**src/rtl/keypad_scanner.sv**
```systemverilog
// keypad_scanner: scans a 4x4 matrix keypad, debounces presses and releases and
// strobes each accepted key code. Auto-repeat is built only when KEYPAD_REPEAT_EN is defined.
module keypad_scanner #(
  parameter int SCAN_DIV       = 1000,
  parameter int DEBOUNCE_TICKS = 20,
  parameter int REPEAT_TICKS   = 5000
) (
  input  logic       clk,
  input  logic       rst,
  input  logic [3:0] row,
  output logic [3:0] col,
  output logic [3:0] value,
  output logic       key_flag,
  output logic       key_down
);

  localparam int DW = $clog2(SCAN_DIV);
  localparam int CW = $clog2(DEBOUNCE_TICKS + 1);
  localparam logic [DW-1:0] DIV_LAST = DW'(SCAN_DIV - 1);
  localparam logic [CW-1:0] RUN_LAST = CW'(DEBOUNCE_TICKS - 1);

  typedef enum logic [1:0] {
    SCAN     = 2'd0,
    DEBOUNCE = 2'd1,
    PRESSED  = 2'd2
  } state_t;

  state_t          state;
  logic [3:0]      rs_meta;
  logic [3:0]      rs;
  logic [3:0]      cand;
  logic [DW-1:0]   div;
  logic [1:0]      col_idx;
  logic [CW-1:0]   cnt;
  logic [CW-1:0]   rel;
  logic            tick;

`ifdef KEYPAD_REPEAT_EN
  localparam int RW = $clog2(REPEAT_TICKS + 1);
  localparam logic [RW-1:0] RPT_LAST = RW'(REPEAT_TICKS - 1);
  logic [RW-1:0]   rpt;
`endif

  if (SCAN_DIV < 4 || DEBOUNCE_TICKS < 1 || REPEAT_TICKS < 1) begin : g_bad_params
    $error("keypad_scanner: illegal parameter value");
  end

  // Several closed rows resolve to the lowest row index.
  function automatic logic [1:0] lowest_zero(input logic [3:0] p);
    lowest_zero = 2'd0;
    for (int i = 3; i >= 0; i--) begin
      if (!p[i]) lowest_zero = 2'(i);
    end
  endfunction

  assign tick = (div == DIV_LAST);
  assign col  = ~(4'b0001 << col_idx);

  always_ff @(posedge clk or negedge rst) begin
    if (!rst) begin
      state    <= SCAN;
      rs_meta  <= 4'hF;
      rs       <= 4'hF;
      cand     <= 4'hF;
      div      <= '0;
      col_idx  <= 2'd0;
      cnt      <= '0;
      rel      <= '0;
      value    <= 4'h0;
      key_flag <= 1'b0;
      key_down <= 1'b0;
`ifdef KEYPAD_REPEAT_EN
      rpt      <= '0;
`endif
    end else begin
      // NOTE: all state here uses <= so every decision sees the pre-edge values.
      rs_meta  <= row;
      rs       <= rs_meta;
      div      <= tick ? '0 : div + 1'b1;
      key_flag <= 1'b0;

      if (tick) begin
        case (state)
          SCAN: begin
            if (rs == 4'hF) begin
              col_idx <= col_idx + 1'b1;
            end else begin
              cand  <= rs;
              cnt   <= CW'(1);
              state <= DEBOUNCE;
            end
          end

          DEBOUNCE: begin
            if (rs != cand) begin
              state   <= SCAN;
              col_idx <= col_idx + 1'b1;
              cnt     <= '0;
            end else if (cnt >= RUN_LAST) begin
              state    <= PRESSED;
              value    <= {lowest_zero(cand), col_idx};
              key_flag <= 1'b1;
              key_down <= 1'b1;
              cnt      <= '0;
              rel      <= '0;
`ifdef KEYPAD_REPEAT_EN
              rpt      <= '0;
`endif
            end else begin
              cnt <= cnt + 1'b1;
            end
          end

          PRESSED: begin
            if (rs != 4'hF) begin
              // Any closed row restarts the release run; pattern changes never strobe.
              rel <= '0;
`ifdef KEYPAD_REPEAT_EN
              if (rpt >= RPT_LAST) begin
                rpt      <= '0;
                key_flag <= 1'b1;
              end else begin
                rpt <= rpt + 1'b1;
              end
`endif
            end else begin
`ifdef KEYPAD_REPEAT_EN
              rpt <= '0;
`endif
              if (rel >= RUN_LAST) begin
                state    <= SCAN;
                key_down <= 1'b0;
                col_idx  <= col_idx + 1'b1;
                rel      <= '0;
              end else begin
                rel <= rel + 1'b1;
              end
            end
          end

          default: state <= SCAN;
        endcase
      end
    end
  end

endmodule
```
**config.mk**
```make
export PLATFORM = sky130hd
export DESIGN_NAME = keypad_scanner
export DESIGN_NICKNAME = d
export VERILOG_FILES = /design/src/rtl/keypad_scanner.sv
export SDC_FILE = /design/constraint.sdc
export NUM_CORES = 1
export LEC_CHECK = 0
export BUFFER_PORTS_ARGS = -buffer_cell sky130_fd_sc_hd__buf_2
export CORE_MARGIN = 8
export CORE_UTILIZATION = 57
export DETAILED_ROUTE_END_ITERATION = 10
export PLACE_DENSITY = 0.76
export SYNTH_ARGS = -nofsm -noshare
export SYNTH_HDL_FRONTEND = slang
export SYNTH_SLANG_ARGS = --single-unit
export TNS_END_PERCENT = 5
```
**constraint.sdc**
```tcl
create_clock -name clk -period 2.6 [get_ports clk]
set_input_delay 0.13 -clock clk [delete_from_list [all_inputs] [get_ports clk]]
set_output_delay 0.13 -clock clk [all_outputs]
set_load 0.05 [all_outputs]
```
==> impl_results.md, run 1 <==
* Outcome: finished, final reports clean
* Sequential share of power at 0.643
* Routability cong. at between 0.8 and 0.9
* Design area at approximately 0.0022 mm^2
* Area leader, netlist: dfrtp_1
* Syn Nets at approximately 190
* R2R Path Start: div[0]
* Max Fanout on Critical Path at 7
* Endpoint type of the worst setup path: flop
* Switching part of the total at 0.225
* CP Class: reg -> reg
* Crit-path max cell delay at roughly 0.53 ns
* Unrepaired setup endpoints after global routing: no
* Synth async-reset ratio at 1.00
* I/O pins at 16
* Nets@finish at approximately 210
* Setup TNS at 0 ns
* Post-synthesis sequential area ratio at 0.545
* Post-Synthesis Cells at between 150 and 200
* P_sw at roughly 0.23 mW
* Worst hold path class: reg -> reg
* Max frequency at between 0.4 and 0.5 GHz
* Critical Path AT at between 2 and 2.5 ns
* Routed len/inst at 14.5 um
* Top-count cell post-synth: dfrtp_1
* CP required at just under 3 ns
* Worst Max-Slew Pin Slew at around 0.91 ns
* Maximum VDD drop at about 0.0004 V
* Global routing usage on met1 at 0.181
* Met2 Use GR at 0.245
* R2R depth at 6
* CTS Root Cell: clkbuf_4
* Vias in the first global route at between 1000 and 1500
* Met3 GRT Util at 0.0458
* H-tree Lvls at 2
* TritonCTS clock tree: built
* Routed vias/inst at about 5.4
* Die area at between 0.005 and 0.006 mm^2
* PD cells at about 470 mW/mm^2
* Max-cap violations at 0
* Number of synthesized register bits at 42
* Initial Utilization at 0.591
* Pin count of the biggest net entering global routing at 43
* DRC Markers at 0
* CTS max path bufs at 2
* Initial antenna violation count at 0
* Area growth syn-to-layout at 12.9%
* Via count at 1345
* Top FF cell, synth: dfrtp_1
* CTS clk-pin slew, worst paths at 0.13 ns
* First DRT Iteration DRCs at between 50 and 60
* Die Span Y at between 70 and 80 um
* Max Slew Vio Count at 0
* Final setup margin at approximately 0.45 ns
* Post-synth top area share at 0.384
* Port-buffer cells at 15
* Routed wire length at around 3600 um
* Die width at roughly 75 um
* Mapped cell area at ~0.0020 mm^2
* Clock skew at 0.00985 ns
* Distinct cell type count after synthesis at 38
* Final design utilization at 0.667
* Worst Setup Start Kind: flop
* Clk network pwr share at 0.331
* Setup Viol. Count Final at 0
* Crit path from: div[0]
* Placed Cells incl. Taps at ~240
* Power after layout at roughly 1.0 mW
* CTS sink count at 42
* Num rows at 21
* Final ANT Viol Nets at 0
* Post-synth top cells: dfrtp_1, nor2_1, nand2_1
* Final min period at around 2.2 ns
* Crit path cell chain: ha_1 > nand2_1 > or3_1 > or3_4 > nor4_2 > a211o_1
* Pint at ~0.8 mW
* Avg Inst Size Synth at approximately 11 um^2
* Final non-filler cell total at approximately 250
* Hold path start: rs_meta[3]
* Pre-CTS setup slack at between 0.4 and 0.5 ns
* Final Hold Fails at 0
* DR pass1 iterations at 4
* Cell leakage power at 1.00 nW
* Synth Warn # at 0
* Ant diodes at 0
* CTS Buf Count at 5
* Setup Fix Bufs, Post-CTS at 0
* Gr usage total at 0.151
* Slowest-stage cell, CP: or3_1
* Placed Instance Area at roughly 0.0021 mm^2
* GRT busiest layer: met2
* Hold slack final at between 0.3 and 0.4 ns
* Rel. slew slack at 0.397
* Fin crit share at 0.828
* Global-route wire length before repair at 6420 um
* Largest cells by area after synthesis: dfrtp_1, dfstp_2, mux2_2
* Worst skew pair latency at roughly 0.35 ns
* Hold path cells at 0
* Placeable Area at around 0.0033 mm^2
* Post-synth EDFFs at 0
* Share of post-route cells with drive strength above 1 at 0.262
* HPWL Detailed at 2590 um
* Total gr overflow at 0
* Combinational power share at 0.026
area by class of cell:
type	instances	area (um^2)
multi-input combinational	120	843
fill	264	1100
clock inverter	2	12.5
sequential	42	1070
clock buffer	6	51.3
timing repair buffer	22	140
inverter	10	37.5
tap	46	57.6
path summary, 6_finish.rpt:
path	to	slack, ns
worst max-delay path	cnt[3]	0.45
worst min register to register	rs[3]	0.36
worst max register to register	cnt[3]	0.45
worst min-delay path	rs[3]	0.36
min in group asynchronous	div[9]	0.43
max in group asynchronous	value[0]	1.61
cell families after synthesis:
| logic type | after synthesis | share of synthesized area |
|---|---|---|
| AO/OA/AOI/OAI | 34 | 0.125 |
| XOR/XNOR | 11 | 0.0492 |
| adder cells (fa/ha/maj) | 7 | 0.0448 |
| buffers and inverters | 12 | 0.0243 |
| flip-flops | 42 | 0.545 |
| multiplexers | 8 | 0.0460 |
| AND/OR/NAND/NOR | 60 | 0.166 |
power by group through the flow:
stage	combinational, mW	clock (mW)	sequential [mW]
3_5_place_dp	0.0220	0	0.680
3_3_place_gp	0.0211	0	0.680
6_report	0.0267	0.344	0.669
2_1_floorplan	0.00478	0	0.679
5_1_grt	0.0306	0.378	0.670
4_1_cts	0.0276	0.346	0.669
flip-flops by register name (all words and copies together) (netlist names):
| name | count |
|---|---|
| key_down | 1 |
| col_idx | 2 |
| state | 2 |
| rs_meta | 4 |
| rel | 5 |
| cnt | 5 |
| rs | 4 |
| key_flag | 1 |
| cand | 4 |
| div | 10 |
| value | 4 |
layer usage:
| metal | vias up | wire [um] | share of wire |
|---|---|---|---|
| met3 | 9 | 126 | 0.035 |
| li1 | 666 | - | - |
| met4 | 0 | 72 | 0.020 |
| met2 | 25 | 1740 | 0.48 |
| met5 | - | 0 | 0 |
| met1 | 645 | 1660 | 0.46 |
cell usage in the layout (no fill, tap or decap), types with 2 or more instances in the layout:
cell and count:
a211o_1 2, a21bo_2 2, a21oi_1 3, a22o_1 2, buf_2 15, buf_4 2, clkbuf_4 5, dfrtp_1 30
dfstp_2 12, dlygate4sd3_1 5, ha_1 7, inv_1 10, mux2_2 8, nand2_1 14, nand2b_1 2, nand3_1 10
nor2_1 15, nor2b_1 6, nor3_2 2, nor4_2 2, o21ai_0 11, o31ai_1 5, or3_1 2, xnor2_1 4
xor2_1 7
what timing repair did:
action / 4_1_cts / 5_1_grt
setup endpoints to repair: 0 / 0
hold buffers: 5 / 0
hold endpoints to repair: 34 / 0
resized for setup: 0 / 0
worst max-delay path, delay by kind of cell (launching register included):
kind | cells | cell delay (ns)
and+or+nand+nor | 4 | 1.35
adders and majority gates | 1 | 0.22
DFF | 1 | 0.41
AOI/OAI and AO/OA | 1 | 0.13
Power figures use the tool's default switching activity.
==> inputs of run 2 (changes only) <==
CORE_UTILIZATION = 53   (was 57)
PLACE_DENSITY = 0.75   (was 0.76)
clock period = 1.8 ns   (was 2.6 ns; I/O delays follow)
==> impl_results.md, run 2 (same netlist as run 1, synthesis figures left out) <==
* DRC Markers at 0
* Combinational power share at 0.029
* Top reg by flops: div
* Most common cell after layout, fill and taps aside: buf_4
* Most frequent CP cell: or3_4
* CP Class: reg -> reg
* Routed vias/inst at 5.45
* PD cells at around 620 mW/mm^2
* Setup TNS at -0.0556 ns
* DR pass1 iterations at 4
* R2r setup slk at -0.03 ns
* Switching part of the total at 0.216
* Hold slack final at 0.357 ns
* Max-cap violations at 0
* Global-route wire length before repair at 7450 um
* FF-to-FF End: cnt[3]
* H-tree Lvls at 2
* Share of post-route cells with drive strength above 1 at 0.458
* Placed Cells incl. Taps at between 200 and 300
* Critical Path AT at about 2 ns
* Clk network pwr share at 0.384
* Routed wire length at 4530 um
* Final Hold Fails at 0
* Design area at around 0.0027 mm^2
* Failing checks: setup timing
* Cell leakage power at about 1.3 nW
* Via count at between 1500 and 2000
* Worst Setup Start Kind: flop
* TritonCTS clock tree: built
* Port-buffer cells at 15
* CP required at between 1.5 and 2 ns
* Worst Max-Slew Pin Slew at just over 0.5 ns
* Slowest-stage cell, CP: or3_4
* R2R Path Start: div[0]
* First DRT Iteration DRCs at around 100
* Endpoint type of the worst setup path: flop
* Outcome: finished, violations left
* Final ANT Viol Nets at 0
* Num rows at 22
* Clock skew at 0.00405 ns
* Die width at roughly 77 um
* Max frequency at roughly 0.55 GHz
* CTS sink count at between 40 and 50
* Hold path cells at 0
* Max Slew Vio Count at 0
* Final non-filler cell total at around 290
* Setup Viol. Count Final at 4
* Ant diodes at 0
* Rel. slew slack at 0.659
* Max Fanout on Critical Path at 4
* Nets@finish at approximately 250
* Vias in the first global route at ~1700
* Final setup margin at -0.0273 ns
* Max FFs per register at 10
* Die area at 0.00589 mm^2
* WHS Endpoint: rs[2]
* CTS Buf Count at 5
* Worst skew pair latency at about 0.29 ns
* Routability cong. at about 0.86
* Area growth syn-to-layout at 36.2%
* Power after layout at approximately 1.6 mW
* Worst hold path class: reg -> reg
* CTS Root Cell: clkbuf_8
* Maximum VDD drop at 0.000754 V
* CTS max path bufs at 2
* Placeable Area at ~0.0036 mm^2
* Gr usage total at 0.153
* Crit path from: div[0]
* Sequential share of power at 0.587
* P_sw at 0.355 mW
* Pin count of the biggest net entering global routing at 43
* Total gr overflow at 0
* Final min period at approximately 1.8 ns
* Crit path cell chain: ha_2 > nand2_2 > or3_4 > or3_4 > a211o_1
* Routed len/inst at 15.7 um
* Initial antenna violation count at 0
* HPWL Detailed at a little under 3000 um
* Placed Instance Area at ~0.0024 mm^2
* Biggest regs: div (10), cnt (5), rel (5)
* Unrepaired setup endpoints after global routing: yes
* Initial Utilization at 0.543
* Hold path start: rs_meta[2]
* I/O pins at 16
* Fin crit share at 1.02
* Commonest cells after routing, fill and taps aside: buf_4, dfrtp_1, buf_2
* Crit-path max cell delay at between 0.4 and 0.5 ns
* CTS clk-pin slew, worst paths at 0.08 ns
* Die Span Y at 76.8 um
* Pint at approximately 1.3 mW
* R2R depth at 5
run 2: final cells by class:
type,count,area [um^2]
timing repair buffer,60,433
clock buffer,6,82.6
fill,230,941
inverter,10,37.5
multi-input combinational,120,975
sequential,42,1070
tap,48,60.1
clock inverter,2,11.3
run 2: worst max path at each step:
stage                      end  slack, ns  depth (start not counted)
CTS                     cnt[2]      -0.02                          6
finish                  cnt[3]      -0.03                          5
global route            rel[3]      -0.09                          6
global placement    col_idx[1]      -0.10                          7
detailed placement  col_idx[1]      -0.15                          7
floorplan               cnt[3]      -0.09                          5
run 2: critical path, delay by kind of cell, from the launching register on:
family,cells,cell delay (ns)
AOI/OAI and AO/OA,1,0.27
adders and majority gates,1,0.20
DFF,1,0.37
and+or+nand+nor,3,0.88
run 2: per-stage QoR:
step / setup slack [ns] / util
floorplan: -0.0855 / -
detailed placement: -0.147 / 0.656
finish: -0.0273 / 0.739
CTS: -0.0164 / 0.721
global placement: -0.103 / 0.656
global route: -0.0859 / 0.739
run 2: what timing repair did:
item / 4_1_cts / 5_1_grt
pin swaps: 3 / 4
setup buffers: 3 / 0
endpoints found under the hold margin: 34 / 0
setup endpoints to repair: 20 / 20
gates resized for setup: 16 / 15
hold buffers: 5 / 0
run 2: power groups by stage:
stage | Combinational, mW | Sequential [mW] | Clock, mW
3_3_place_gp | 0.0372 | 0.982 | 0
3_5_place_dp | 0.0385 | 0.983 | 0
4_1_cts | 0.0473 | 0.965 | 0.648
6_report | 0.0475 | 0.965 | 0.632
2_1_floorplan | 0.00691 | 0.981 | 0
5_1_grt | 0.0539 | 0.967 | 0.682
run 2: routing by layer:
layer | share of wire | up-vias | GRT usage
li1 | - | 741 | -
met1 | 0.43 | 794 | 0.178
met2 | 0.53 | 29 | 0.255
met3 | 0.031 | 6 | 0.0396
met4 | 0.013 | 0 | 0.0712
met5 | 0 | - | 0
